**src/rtl/multiple_of_three_tx.sv**
```systemverilog
`default_nettype none
// ============================================================================
// Module   : multiple_of_three_tx
// Brief    : MSB-first parallel-to-serial transmitter with a running mod-3
//            remainder of the bits sent so far. Tracker enabled by the
//            MOD3_TRACK_EN macro; without it rem/exp_div are tied to 0.
// Revision : 1.0  initial release
// ============================================================================
module multiple_of_three_tx #(
  parameter int WIDTH = 8
) (
  input  logic             clk,
  input  logic             reset,
  input  logic             in_valid,
  input  logic [WIDTH-1:0] in_data,
  output logic             in_ready,
  output logic             out,
  output logic             out_valid,
  output logic             last,
  output logic [1:0]       rem,
  output logic             exp_div
);

  localparam int CNT_W = (WIDTH > 2) ? $clog2(WIDTH) : 1;

  localparam logic [0:0]       ST_IDLE  = 1'b0;
  localparam logic [0:0]       ST_SHIFT = 1'b1;
  localparam logic [CNT_W-1:0] CNT_LAST = CNT_W'(WIDTH - 1);
  localparam logic [CNT_W-1:0] CNT_ONE  = CNT_W'(1);

  logic [0:0]       state_q, state_d;
  logic [CNT_W-1:0] cnt_q, cnt_d;
  logic [WIDTH-1:0] shreg_q, shreg_d;
  logic             accept;
  logic             cnt_zero;

  assign cnt_zero = (cnt_q == '0);
  assign accept   = in_valid && in_ready;

  // ready in idle, and during the last bit so words can chain without a gap
  always_comb begin
    in_ready = 1'b0;
    if (state_q == ST_IDLE) begin
      in_ready = 1'b1;
    end else if (cnt_zero) begin
      in_ready = 1'b1;
    end
  end

  // FSM: state register
  always_ff @(posedge clk) begin
    if (reset) begin
      state_q <= ST_IDLE;
    end else begin
      state_q <= state_d;
    end
  end

  // FSM: next-state logic
  always_comb begin
    state_d = state_q;
    case (state_q)
      ST_IDLE: begin
        if (accept) begin
          state_d = ST_SHIFT;
        end
      end
      ST_SHIFT: begin
        if (cnt_zero && !accept) begin
          state_d = ST_IDLE;
        end
      end
      default: state_d = ST_IDLE;
    endcase
  end

  // FSM: outputs
  always_comb begin
    out_valid = 1'b0;
    out       = 1'b0;
    last      = 1'b0;
    if (state_q == ST_SHIFT) begin
      out_valid = 1'b1;
      out       = shreg_q[WIDTH-1];
      last      = cnt_zero;
    end
  end

  // Datapath: shift register and bit counter
  always_comb begin
    cnt_d   = cnt_q;
    shreg_d = shreg_q;
    if (accept) begin
      shreg_d = in_data;
      cnt_d   = CNT_LAST;
    end else if (state_q == ST_SHIFT) begin
      if (!cnt_zero) begin
        shreg_d = {shreg_q[WIDTH-2:0], 1'b0};
        cnt_d   = cnt_q - CNT_ONE;
      end else begin
        shreg_d = '0;
        cnt_d   = '0;
      end
    end
  end

  always_ff @(posedge clk) begin
    if (reset) begin
      cnt_q   <= '0;
      shreg_q <= '0;
    end else begin
      cnt_q   <= cnt_d;
      shreg_q <= shreg_d;
    end
  end

`ifdef MOD3_TRACK_EN
  // acc_q holds the remainder of the prefix before the bit now on out
  logic [1:0] acc_q, acc_d;
  logic [1:0] rem_cur;

  function automatic logic [1:0] mod3_step(input logic [1:0] r, input logic b);
    logic [1:0] res;
    case ({r, b})
      3'b000:  res = 2'd0;
      3'b001:  res = 2'd1;
      3'b010:  res = 2'd2;
      3'b011:  res = 2'd0;
      3'b100:  res = 2'd1;
      3'b101:  res = 2'd2;
      default: res = 2'd0;
    endcase
    return res;
  endfunction

  always_comb begin
    rem_cur = 2'd0;
    if (out_valid) begin
      rem_cur = mod3_step(acc_q, out);
    end
  end

  always_comb begin
    acc_d = 2'd0;
    if (accept) begin
      acc_d = 2'd0;
    end else if (out_valid) begin
      acc_d = rem_cur;
    end
  end

  always_ff @(posedge clk) begin
    if (reset) begin
      acc_q <= 2'd0;
    end else begin
      acc_q <= acc_d;
    end
  end

  assign rem     = rem_cur;
  assign exp_div = out_valid && (rem_cur == 2'd0);
`else
  assign rem     = 2'd0;
  assign exp_div = 1'b0;
`endif

endmodule
`default_nettype wire

```
**config.mk**
```make
export PLATFORM = sky130hd
export DESIGN_NAME = multiple_of_three_tx
export DESIGN_NICKNAME = d
export VERILOG_FILES = /design/src/rtl/multiple_of_three_tx.sv
export SDC_FILE = /design/constraint.sdc
export NUM_CORES = 1
export LEC_CHECK = 0
export BUFFER_PORTS_ARGS = -buffer_cell sky130_fd_sc_hd__buf_2
export CAP_MARGIN = 30
export CELL_PAD_IN_SITES_DETAIL_PLACEMENT = 0
export CELL_PAD_IN_SITES_GLOBAL_PLACEMENT = 2
export CORE_MARGIN = 4
export CORE_UTILIZATION = 28
export CTS_CLUSTER_SIZE = 30
export DETAILED_ROUTE_END_ITERATION = 8
export PLACE_DENSITY_LB_ADDON = 0.3
export SLEW_MARGIN = 25
export SYNTH_ARGS = -nofsm -noshare
export SYNTH_HDL_FRONTEND = slang
export SYNTH_SLANG_ARGS = --single-unit
export TNS_END_PERCENT = 20
```
**constraint.sdc**
```tcl
create_clock -name clk -period 2.1 [get_ports clk]
set_clock_uncertainty 0.15 [all_clocks]
set_input_delay 0.315 -clock clk [delete_from_list [all_inputs] [get_ports clk]]
set_output_delay 0.315 -clock clk [all_outputs]
set_load 0.05 [all_outputs]
```
==> impl_metrics.tcl <==
set metrics [dict create \
    cts-htree-levels 1 \
    yosysTopAreaCellShare_pct 37.4 \
    cts_max_path_buffers 2 \
    firstDrtPassIters 4 \
    finalHoldViolations 0 \
    placement.cell_area_um2 697 \
    peakVddDrop_mv 0.213 \
    critPathKind "reg2out" \
    clkLatencyLatePin_ps 270 \
    initial_detailed_routing_violation_count 25 \
    place_ws_ps 361 \
    postRouteWirelength_um 1450 \
    synth-seq-cells 12 \
    synthCells 72 \
    static-leakage-power_nw 0.305 \
    final-instance-count-excl-fill 109 \
    die_h_um 55.9 \
    synth-seq-area-share_pct 37.4 \
    outcome "complete, no violations" \
    min_period_over_period_pct 93.6 \
    min_path_cells 3 \
    finish.net_count 94 \
    post-place-cells 106 \
    fin_total_pwr_w 0.000542 \
    worstReg2RegStart "cnt_q[1]" \
    grt_remaining_overflow 0 \
    drtAntennaViolNets 0 \
    area.growth.synth_to_final_pct 12.5 \
    grt_setup_unrepaired "no" \
    post_synth_instance_area_um2 642 \
    netlist-cell-type-count 26 \
    detailedPlacementHpwl_um 993 \
    synth.area.top_cells "sky130_fd_sc_hd__dfxtp_1, sky130_fd_sc_hd__a222oi_1, sky130_fd_sc_hd__nor2_1" \
    clock_pin_slew_of_the_registers_on_the_worst_case_setup_and_hold_paths_ps 70 \
    setup.reg_to_reg.worst_slack_ps 490 \
    final.setup.worst_slack_ps 135 \
    num_antenna_cells 0 \
    period_minus_slack_ps 1960 \
    num_vias 534 \
    power_density_nw_per_um2 750 \
    core_um2 2190 \
    drive_above_1_share_pct 28.4 \
    numPortBuffers 14 \
    r2r_end "shreg_q[5]" \
    worst-endpoint-required_ps 1630 \
    syn-mean-instance-area_um2 8.91 \
    critical_path_peak_fanout 10 \
    fp-row-count 17 \
    wire_per_inst_um 13.3 \
    crit_arrival_ps 1500 \
    grt_max_degree 16 \
    routabilityCongestion 0.650 \
    grt_first_pass_wirelength_um 2420 \
    avgViaCountPerCell 4.90 \
    achievable-frequency_mhz 509 \
    hold_path_end "shreg_q[0]" \
    tritoncts_clock_tree "built" \
    cts_root_buffer "sky130_fd_sc_hd__clkbuf_4" \
    chipWidth_um 55.9 \
    drv_slew 0 \
    worstHoldStart "in_data[0]" \
    initial_core_utilization_pct 29.3 \
    antenna_found_initial 0 \
    setup_viol_count_final 0 \
    first_global_vias 519 \
    synthDominantAreaCellType "sky130_fd_sc_hd__dfxtp_1" \
    clock_sinks 12 \
    fin_setup_tns_ps 0 \
    floorplan.die_area_um2 3120 \
    cells_on_worst_reg2reg_path 3 \
    max_cap_violations 0 \
    hold_class "in2reg" \
    timing.critical_path.to_type "output port" \
    yosysWarningCount 0 \
    cts_buffers 3 \
    start_kind "flop" \
    grt.total_usage_pct 10.1 \
    ioPinCount 18 \
    layout.cell_area.non_filler_um2 722 \
    drcViolationCount 0 \
]
-- synthesized netlist by cell type --
cell	n
sky130_fd_sc_hd__a211oi_1	3
sky130_fd_sc_hd__dfxtp_1	12
sky130_fd_sc_hd__a22oi_1	2
sky130_fd_sc_hd__and2_1	1
sky130_fd_sc_hd__a311oi_1	1
sky130_fd_sc_hd__buf_4	3
sky130_fd_sc_hd__nor4_1	1
sky130_fd_sc_hd__nor3_1	7
sky130_fd_sc_hd__nor2_1	11
sky130_fd_sc_hd__inv_1	2
sky130_fd_sc_hd__a222oi_1	6
sky130_fd_sc_hd__conb_1	1
sky130_fd_sc_hd__o31a_1	1
sky130_fd_sc_hd__buf_2	1
sky130_fd_sc_hd__or2b_1	5
sky130_fd_sc_hd__mux2_2	1
sky130_fd_sc_hd__o21ai_0	1
sky130_fd_sc_hd__nand3_1	1
sky130_fd_sc_hd__buf_1	1
sky130_fd_sc_hd__buf_6	3
sky130_fd_sc_hd__or2_2	1
sky130_fd_sc_hd__clkbuf_1	2
sky130_fd_sc_hd__nor4b_4	1
sky130_fd_sc_hd__a21oi_1	2
sky130_fd_sc_hd__xor2_1	1
sky130_fd_sc_hd__nand2b_1	1
-- power by group --
group,total (W),internal (W),leakage (nW),switching (W)
clock,0.000141,0.0000662,0.0138,0.0000749
combinational,0.000125,0.0000471,0.191,0.0000780
sequential,0.000275,0.000249,0.100,0.0000266
-- metrics by stage --
step | hold WS [ps] | utilization [%]
6_report | 162 | 33.0
5_1_grt | 174 | 33.0
4_1_cts | 153 | 32.8
3_5_place_dp | 325 | 31.8
3_3_place_gp | 335 | 31.8
2_1_floorplan | 237 | -
-- critical path, cell delays in order (launching register included) --
cell and delay, ps:
sky130_fd_sc_hd__dfxtp_1 410, sky130_fd_sc_hd__o31a_2 470, sky130_fd_sc_hd__inv_1 90, sky130_fd_sc_hd__buf_2 260
-- state kept, by name, indices dropped and copies added, names as in the netlist --
name	flops
shreg_q	8
cnt_q	3
state_q	1
-- timing repair --
item / CTS / global route
resized for setup: 0 / 2
setup endpoints to repair: 0 / 2
hold buffers: 0 / 0
setup buffers: 0 / 0
-- logic make-up after synthesis --
group	Yosys count	share of synthesized area, %
AND/OR/NAND/NOR	29	26.1
multiplexers	1	1.75
AO/OA/AOI/OAI	16	20.3
other	1	0.584
XOR/XNOR	1	1.36
buffers and inverters	12	12.5
flip-flops	12	37.4
-- routing by layer --
layer / up-vias / track usage [%] / share of wire [%]
li1: 274 / - / -
met1: 248 / 11.9 / 47
met2: 10 / 15.4 / 47
met3: 2 / 3.02 / 4.1
met4: 0 / 7.12 / 1.4
met5: - / 0 / 0
-- worst max-delay path by stage --
stage / end / cells after the start / startpoint
floorplan: last / 3 / state_q
detailed placement: in_ready / 3 / state_q
global route: in_ready / 3 / cnt_q[1]
global placement: in_ready / 3 / cnt_q[0]
CTS: in_ready / 3 / cnt_q[0]
finish: in_ready / 3 / cnt_q[1]
-- cell type report --
| type | instances | area (um2) |
|---|---|---|
| Fill cell | 235 | 1470 |
| Tap cell | 28 | 35.0 |
| Inverter | 2 | 7.51 |
| Sequential cell | 12 | 241 |
| Multi-Input combinational cell | 50 | 345 |
| Clock buffer | 3 | 22.5 |
| Timing Repair Buffer | 14 | 70.1 |
-- layout by cell type (no fill, tap or decap) --
cell type                  count
sky130_fd_sc_hd__nor4b_4       1
sky130_fd_sc_hd__clkbuf_4      3
sky130_fd_sc_hd__buf_2        14
sky130_fd_sc_hd__a222oi_1      6
sky130_fd_sc_hd__dfxtp_2       1
sky130_fd_sc_hd__and2_1        1
sky130_fd_sc_hd__a211oi_1      3
sky130_fd_sc_hd__or2_2         1
sky130_fd_sc_hd__a21oi_1       2
sky130_fd_sc_hd__a22oi_1       2
sky130_fd_sc_hd__mux2_2        1
sky130_fd_sc_hd__nand2b_1      1
sky130_fd_sc_hd__nor4_4        1
sky130_fd_sc_hd__conb_1        3
sky130_fd_sc_hd__nand3_1       1
sky130_fd_sc_hd__o31a_2        1
sky130_fd_sc_hd__or2b_1        5
sky130_fd_sc_hd__dfxtp_1      11
sky130_fd_sc_hd__o21ai_0       1
sky130_fd_sc_hd__nor3_1        7
sky130_fd_sc_hd__inv_1         2
sky130_fd_sc_hd__a311oi_1      1
sky130_fd_sc_hd__xor2_1        1
sky130_fd_sc_hd__nor2_1       11
No activity file was read; power rests on OpenSTA's default activity.
